<file path="src/rtl/omsp_spm_req_seq.sv">
// omsp_spm_req_seq
// ----------------
// Sequences one SPM protect/unprotect request from the execution unit into the
// SPM control update interface.
//
// The flow is IDLE -> CHECK -> ISSUE -> WAIT -> DONE. Requests that fail
// CHECK skip ISSUE and WAIT and go straight to DONE. The layout arguments and
// the enable bit are captured once, at accept, and stay stable until the next
// accept. The array must acknowledge within MAX_WAIT cycles of WAIT. If it
// does not, the request completes with a timeout status.
//
// Optional feature: define SPM_REQ_ARGCHECK_EN to enable a local layout sanity
// check on protect requests. A request fails the check when either range is
// empty or inverted, or when the public and secret ranges overlap. Such a
// request is rejected in CHECK and never reaches the array.

module omsp_spm_req_seq #(
  parameter int unsigned MAX_WAIT = 8  // WAIT cycles before timeout, 1..255
) (
  input  logic        mclk,
  input  logic        reset_n,
  // execution-unit request side
  input  logic        req_valid,
  output logic        req_ready,
  input  logic        req_enable,
  input  logic [15:0] r12,
  input  logic [15:0] r13,
  input  logic [15:0] r14,
  input  logic [15:0] r15,
  // SPM array side
  input  logic        spm_free,
  output logic        spm_update,
  output logic        spm_enable,
  output logic [15:0] spm_r12,
  output logic [15:0] spm_r13,
  output logic [15:0] spm_r14,
  output logic [15:0] spm_r15,
  input  logic        spm_ack,
  input  logic        spm_err,
  // completion side
  output logic        done,
  output logic [1:0]  status,
  output logic        busy
);

  typedef enum logic [2:0] {
    S_IDLE,
    S_CHECK,
    S_ISSUE,
    S_WAIT,
    S_DONE
  } state_e;

  localparam logic [1:0] ST_OK      = 2'b00;
  localparam logic [1:0] ST_REJECT  = 2'b01;
  localparam logic [1:0] ST_TIMEOUT = 2'b10;
  localparam logic [1:0] ST_NOFREE  = 2'b11;

  // Last counter value seen in WAIT. The counter is cleared in ISSUE and the
  // FSM leaves WAIT here, so the 8-bit counter can never wrap.
  localparam logic [7:0] LAST_CNT = 8'(MAX_WAIT - 1);

  state_e      state_q, state_d;
  logic [7:0]  cnt_q, cnt_d;
  logic [1:0]  status_q, status_d;
  logic        update_q;
  logic        done_q;
  logic        enable_q;
  logic [15:0] r12_q, r13_q, r14_q, r15_q;
  logic        accept;
  logic        arg_bad;

  assign req_ready = (state_q == S_IDLE);
  assign busy      = ~req_ready;
  assign accept    = req_valid & req_ready;

`ifdef SPM_REQ_ARGCHECK_EN
  // Protect layouts must have non-empty ranges that do not overlap. Unprotect
  // requests carry no layout, so they are never rejected here.
  assign arg_bad = enable_q & ((r13_q <= r12_q) |
                               (r15_q <= r14_q) |
                               ((r12_q < r15_q) & (r14_q < r13_q)));
`else
  assign arg_bad = 1'b0;
`endif

  // Next-state and status decision for the request sequence.
  always_comb begin
    // NOTE: every variable gets a default before the case. Without it, any
    // path that skips an assignment would infer a latch.
    state_d  = state_q;
    cnt_d    = cnt_q;
    status_d = status_q;
    unique case (state_q)
      S_IDLE: begin
        if (accept) begin
          state_d  = S_CHECK;
          status_d = ST_OK;
        end
      end
      S_CHECK: begin
        if (enable_q & ~spm_free) begin
          state_d  = S_DONE;
          status_d = ST_NOFREE;
        end else if (arg_bad) begin
          state_d  = S_DONE;
          status_d = ST_REJECT;
        end else begin
          state_d = S_ISSUE;
        end
      end
      S_ISSUE: begin
        cnt_d   = 8'd0;
        state_d = S_WAIT;
      end
      S_WAIT: begin
        // An ack on the last WAIT cycle takes priority over the timeout.
        if (spm_ack) begin
          state_d  = S_DONE;
          status_d = spm_err ? ST_REJECT : ST_OK;
        end else if (cnt_q == LAST_CNT) begin
          state_d  = S_DONE;
          status_d = ST_TIMEOUT;
        end else begin
          cnt_d = cnt_q + 8'd1;
        end
      end
      S_DONE: begin
        state_d = S_IDLE;
      end
      default: begin
        state_d = S_IDLE;
      end
    endcase
  end

  // State, counter, status and the registered single-cycle strobes.
  always_ff @(posedge mclk or negedge reset_n) begin
    if (!reset_n) begin
      state_q  <= S_IDLE;
      cnt_q    <= 8'd0;
      status_q <= ST_OK;
      update_q <= 1'b0;
      done_q   <= 1'b0;
    end else begin
      // NOTE: state registers use non-blocking assignments. All flops then
      // sample the values from before the edge, whatever the statement order.
      state_q  <= state_d;
      cnt_q    <= cnt_d;
      status_q <= status_d;
      update_q <= (state_d == S_ISSUE);
      done_q   <= (state_d == S_DONE);
    end
  end

  // Capture the request arguments on accept. They hold until the next accept.
  always_ff @(posedge mclk or negedge reset_n) begin
    if (!reset_n) begin
      // NOTE: these plain data registers are reset anyway, because they drive
      // outputs whose reset value must be 0.
      enable_q <= 1'b0;
      r12_q    <= 16'h0000;
      r13_q    <= 16'h0000;
      r14_q    <= 16'h0000;
      r15_q    <= 16'h0000;
    end else if (accept) begin
      enable_q <= req_enable;
      r12_q    <= r12;
      r13_q    <= r13;
      r14_q    <= r14;
      r15_q    <= r15;
    end
  end

  assign spm_update = update_q;
  assign spm_enable = enable_q;
  assign spm_r12    = r12_q;
  assign spm_r13    = r13_q;
  assign spm_r14    = r14_q;
  assign spm_r15    = r15_q;
  assign done       = done_q;
  assign status     = status_q;

endmodule

</file>
<file path="config.mk">
export PLATFORM = sky130hd
export DESIGN_NAME = omsp_spm_req_seq
export DESIGN_NICKNAME = d
export VERILOG_FILES = /design/src/rtl/omsp_spm_req_seq.sv
export SDC_FILE = /design/constraint.sdc
export NUM_CORES = 1
export LEC_CHECK = 0
export CAP_MARGIN = 40
export CELL_PAD_IN_SITES_DETAIL_PLACEMENT = 1
export CELL_PAD_IN_SITES_GLOBAL_PLACEMENT = 1
export CORE_UTILIZATION = 35
export CTS_CLUSTER_SIZE = 30
export DETAILED_ROUTE_END_ITERATION = 12
export PLACE_DENSITY_LB_ADDON = 0.1
export SKIP_LAST_GASP = 1
export SYNTH_ARGS = -nofsm -noshare
export SYNTH_HDL_FRONTEND = slang
export SYNTH_SLANG_ARGS = --single-unit
</file>
<file path="constraint.sdc">
create_clock -name mclk -period 5.8 [get_ports mclk]
set_input_delay 0.87 -clock mclk [delete_from_list [all_inputs] [get_ports mclk]]
set_output_delay 0.87 -clock mclk [all_outputs]
set_load 0.01 [all_outputs]
</file>
# After elaboration in Yosys (flattened, before gate mapping)
# Index checks and enable logic that the tools add are counted.
[classes] add_sub_neg=1 n_eq_ne=11 mux=14 bitwise_logic=4 reduce_logical=5
[ops] op="8-bit 2-to-1 mux" count=2
[ops] op="8-bit one-hot mux with 2 select lines" count=1
[ops] op="3-bit 2-to-1 mux" count=4
[ops] op="3-bit one-hot mux with 4 select lines" count=1
[ops] op="3-bit by 2-bit == test with 1-bit output, second input constant" count=3
[ops] op="8-bit by 1-bit adder with 8-bit output, second input constant" count=1
[ops] op="8-bit by 3-bit == test with 1-bit output, second input constant" count=1
[ops] op="2-bit 2-to-1 mux" count=4
[ops] op="2-bit inequality test, second input constant" count=3
[ops] op="2-bit one-hot mux with 3 select lines" count=1
[ops] op="4-bit AND reduction" count=1
[ops] op="3-bit by 1-bit == test with 1-bit output, second input constant" count=1
[ops] op="3-bit == test, second input constant" count=1
[ops] op="3-bit logical NOT" count=1
[ops] op="3-bit inequality test, second input constant" count=1
[ops] op="3-bit AND reduction" count=1
[ops] op="3-bit nonzero test" count=1
[ops] op="1-bit bitwise AND" count=2
[ops] op="2-bit by 1-bit inequality test with 1-bit output, second input constant" count=1
[ops] op="1-bit inverter" count=2
[ops] op="2-bit nonzero test" count=1
[ops] op="1-bit 2-to-1 mux" count=1
[word_totals] register_bits=80 inputBits=71 output_inout_bits=71 elab_cells=45

# Longest topological paths before layout
[depth] depth_word=5 mapped_depth=5 depth_no_buf=5

# Worst setup path after synthesis
# OpenSTA, ideal clock, no wires.
[synth_timing] path_kind="input to register" start="input req_valid" end="register enable_q (netlist: spm_enable)" setup_ns=0.125 t_arrival_ns=1.908 slack_ns=3.767 path_stages=4 path_buffers=2 path_cell_list="nor4b_1 -> buf_2 -> buf_2 -> mux2_2"
[synth_between] elab_chain_cells=1
[synth_lines] element="start: declaration" line="23" text="input logic req_valid,"
[synth_lines] element="1-bit bitwise AND" line="75" text="assign accept = req_valid & req_ready;"
[synth_lines] element="end signal: assignment" line="167" text="enable_q <= req_enable;"
[synth_lines] element="end: declaration" line="68" text="logic enable_q;"
# No other way between the ends.
# A chain may end at the register's enable or synchronous reset.

# Worst setup path after layout
[layout_timing] start="register state_q[1]" end="output req_ready"
[layout_between] elab_chain_cells=1
[layout_lines] element="start: declaration" line="63" text="state_e state_q, state_d;"
[layout_lines] element="start signal: assignment" line="148" text="state_q <= state_d;"
[layout_lines] element="3-bit logical NOT" line="73" text="assign req_ready = (state_q == S_IDLE);"
[layout_lines] element="end: declaration" line="24" text="output logic req_ready,"
# No other way between the ends.

==> Flow_metrics.wiki <==
{| class="wikitable"
! Metric !! Value
|-
| Critical Path Start Type || register
|-
| Port Buf Inserts || 141
|-
| Synthesized instance count || 209
|-
| Area of the die || 9380 sq um
|-
| DP Worst Slack || 2950 ps
|-
| Storage cell area || 2000 sq um
|-
| Most frequent cell after synthesis || dfrtp_1
|-
| Maximum count of clock buffers along a single path || 2
|-
| Starting Density || 36.1%
|-
| Antenna violations before repair || 0
|-
| Post-detailed-placement half-perimeter wirelength || 5.70 mm
|-
| DRC || 0
|-
| Count of nets after finishing || 427
|-
| Mean area per synthesized cell || approximately 15 sq um
|-
| Net Count, Synth || 281
|-
| Worst r2r src || state_q[1]$_DFF_PN0_
|-
| Number of pins exceeding their max-slew limit in the final report || 0
|-
| Met1 track demand over resource in global routing || 23.0%
|-
| Filler Cells Inserted || 891
|-
| Die Height || 96.9 microns
|-
| Largest net degree at the start of global routing || 66
|-
| Endpoint type of the worst setup path || output port
|-
| Most used flip-flop cell after synthesis || dfrtp_1
|-
| Layout Cells excl Fill || 468
|-
| Global-route wire length before repair || 13.1 mm
|-
| Hold Fails Final Rpt || 0
|-
| Depth of the most critical reg-to-reg path || 3
|-
| Floorplan row count || 34
|-
| Result of the run || complete, no violations
|-
| Multi-input gate area || around 1100 sq um
|-
| Depth of the CTS H-tree || 3
|-
| Number of CTS-inserted buffers || 9
|-
| Post-synthesis sequential element count || 80
|-
| Die width || a little under 100 microns
|-
| Number of synthesized flops with an enable pin || 0
|-
| Async S/R FF share, synth || 100%
|-
| RR Endpoint || spm_r15[3]$_DFFE_PN0P_
|-
| Busiest layer in global routing || met2
|-
| Vias per Instance || around 4.8
|-
| Vias in the first global route || 2394
|-
| TritonCTS clock tree || yes
|-
| Classification of the worst setup path || reg2out
|-
| Count of max-cap constraint violations || 0
|-
| Final hold slack || roughly 420 ps
|-
| Final GP Congestion || approximately 0.73
|-
| Fmax || approximately 370 MHz
|-
| Share of the synthesized area in the top cell type || ~64%
|-
| Detail-routed net length per standard cell || approximately 17 microns
|-
| Area growth, synth to finish || 57.2%
|-
| Arrival time reported for the critical path endpoint || about 1900 ps
|-
| Class of the tightest hold or removal check || in2async
|-
| Worst slew slack as a fraction of its limit || 44.9%
|-
| Worst-margin pin slew || 826 ps
|-
| Fraction of met3 tracks used by global routing || 4.62%
|-
| PwrDens || 539 nW/um^2
|-
| Clock transition time at the flip-flop clock pins of the worst setup and hold paths || ~80 ps
|-
| Floorplan core area || 8720 sq um
|-
| DRT iter0 DRCs || just over 60
|-
| Clock Sink Count || 80
|-
| Required time of the critical path || 4930 ps
|-
| Warnings from Yosys || 0
|-
| Placed instance count || 452
|-
| Buffer cell driving the clock tree root || clkbuf_8
|-
| Tcrit/Tclk final || 46.8%
|-
| Number of iterations in the first detailed-routing pass || 4
|-
| Clock period minus worst slack || 2720 ps
|-
| Detail Route Antenna Nets || 0
|-
| Setup-failing EPs final || 0
|-
| Post-CTS Hold Fix Bufs || 0
|-
| Part of the Yosys area used for sequential elements || 63.6%
|-
| Largest driver fanout on the critical path || 12
|-
| Area of the mapped netlist || 3150 sq um
|-
| LEAKAGE || slightly above 2 nW
|-
| Unrepaired setup endpoints after global routing || false
|-
| Flop2flop setup slack || 3740 ps
|-
| Post-CTS Resized || 0
|-
| Global-route track usage on met2 || about 30%
|-
| Ports || about 140
|-
| Cell types with the highest counts after synthesis || dfrtp_1, mux2_2, nand2_1, buf_2, nor2_1
|-
| Setup TNS || 0 ps
|-
| Worst IR Drop VDD || 345 uV
|-
| Clk_lat worst skew || 350 ps
|-
| Clock skew after layout || 10.5 ps
|-
| Number of antenna diodes || 0
|-
| Routed via count || 2244
|-
| Main area contributors after synthesis || dfrtp_1, mux2_2, nand2_1, buf_2, mux2_1
|-
| Number of distinct library cells after synthesis || 36
|-
| All-layer global routing usage || 18.1%
|-
| Congestion Overflow GR || 0
|-
| Routed wire length || 7.81 mm
|-
| Fraction of layout cells with a size suffix above 1 || around a quarter
|-
| Post-layout worst setup margin || 3080 ps
|-
| Leading area contributor after synthesis || dfrtp_1
|-
| Number of buffers inserted by post-CTS setup repair || 0
|}
worst max-delay path, cell delays in order (launching register included):
cell	delay [ps]
dfrtp_1	510
or3_1	410
inv_1	60
clkdlybuf4s50_1	520
through the flow:
| stage | utilization, % | instance area, sq um | power, mW |
|---|---|---|---|
| finish | 56.8 | 4950 | 2.67 |
| global route | 56.8 | 4950 | 2.83 |
| CTS | 56.8 | 4950 | 2.72 |
| detailed placement | 53.8 | 4700 | 2.19 |
| global placement | 53.5 | 4670 | 2.15 |
| floorplan | - | 3150 | 1.51 |
report_power, final:
| part | internal, mW | switching, mW | total, mW |
|---|---|---|---|
| combinational | 0.754 | 0.443 | 1.20 |
| clock | 0.300 | 0.208 | 0.508 |
| sequential | 0.820 | 0.141 | 0.961 |
| total | 1.87 | 0.792 | 2.67 |
worst max-delay path by stage:
| stage | start | to | depth (start not counted) |
|---|---|---|---|
| final | state_q[1]$_DFF_PN0_ | req_ready | 3 |
| after global routing | state_q[1]$_DFF_PN0_ | req_ready | 3 |
| after CTS | state_q[1]$_DFF_PN0_ | req_ready | 3 |
| after detailed placement | req_valid | spm_r13[2]$_DFFE_PN0P_ | 4 |
| after global placement | req_valid | spm_r15[6]$_DFFE_PN0P_ | 4 |
| after floorplan | req_valid | spm_enable$_DFFE_PN0P_ | 4 |
area by class of cell:
cell class	count	area share, %
flip-flops and latches	80	40.4
well taps	108	2.73
inverters	2	0.152
multi-input cells	119	22.4
repair buffers	143	29.2
clock inverters	6	2.35
clock buffers	10	2.78
registers in the layout, indices dropped and copies added, names as in the netlist:
name / flops
spm_enable: 1
spm_r15: 16
spm_r12: 16
spm_update: 1
spm_r14: 16
done: 1
status: 2
cnt_q: 8
spm_r13: 16
state_q: 3
per-layer routing:
layer  up-vias  wire [microns]
met3         8             392
met1      1123            3380
met5         -               0
met2        78            3940
li1       1035               -
met4         0              97
placed cells by master, fill, tap and decap left out, drive strengths merged, types with 2 or more instances in the layout:
cell	count
a21oi	3
a31oi	2
and2	3
buf	3
bufinv	3
clkbuf	10
clkdlybuf4s50	140
clkinv	3
dfrtp	80
inv	2
mux2	68
nand2	10
nand3	4
nor2	5
o21ai	2
or3	3
or4	2
xor2	2
logic make-up after synthesis:
logic type / Yosys count / synth area share [%]
xor gates and xnor gates: 3 / 0.834
adders and majority gates: 1 / 0.397
buffers and inverters: 10 / 1.47
and+or+nand+nor: 35 / 6.16
DFF: 80 / 63.6
AOI/OAI and AO/OA: 11 / 2.94
muxes: 69 / 24.6
Power figures use the tool's default switching activity.
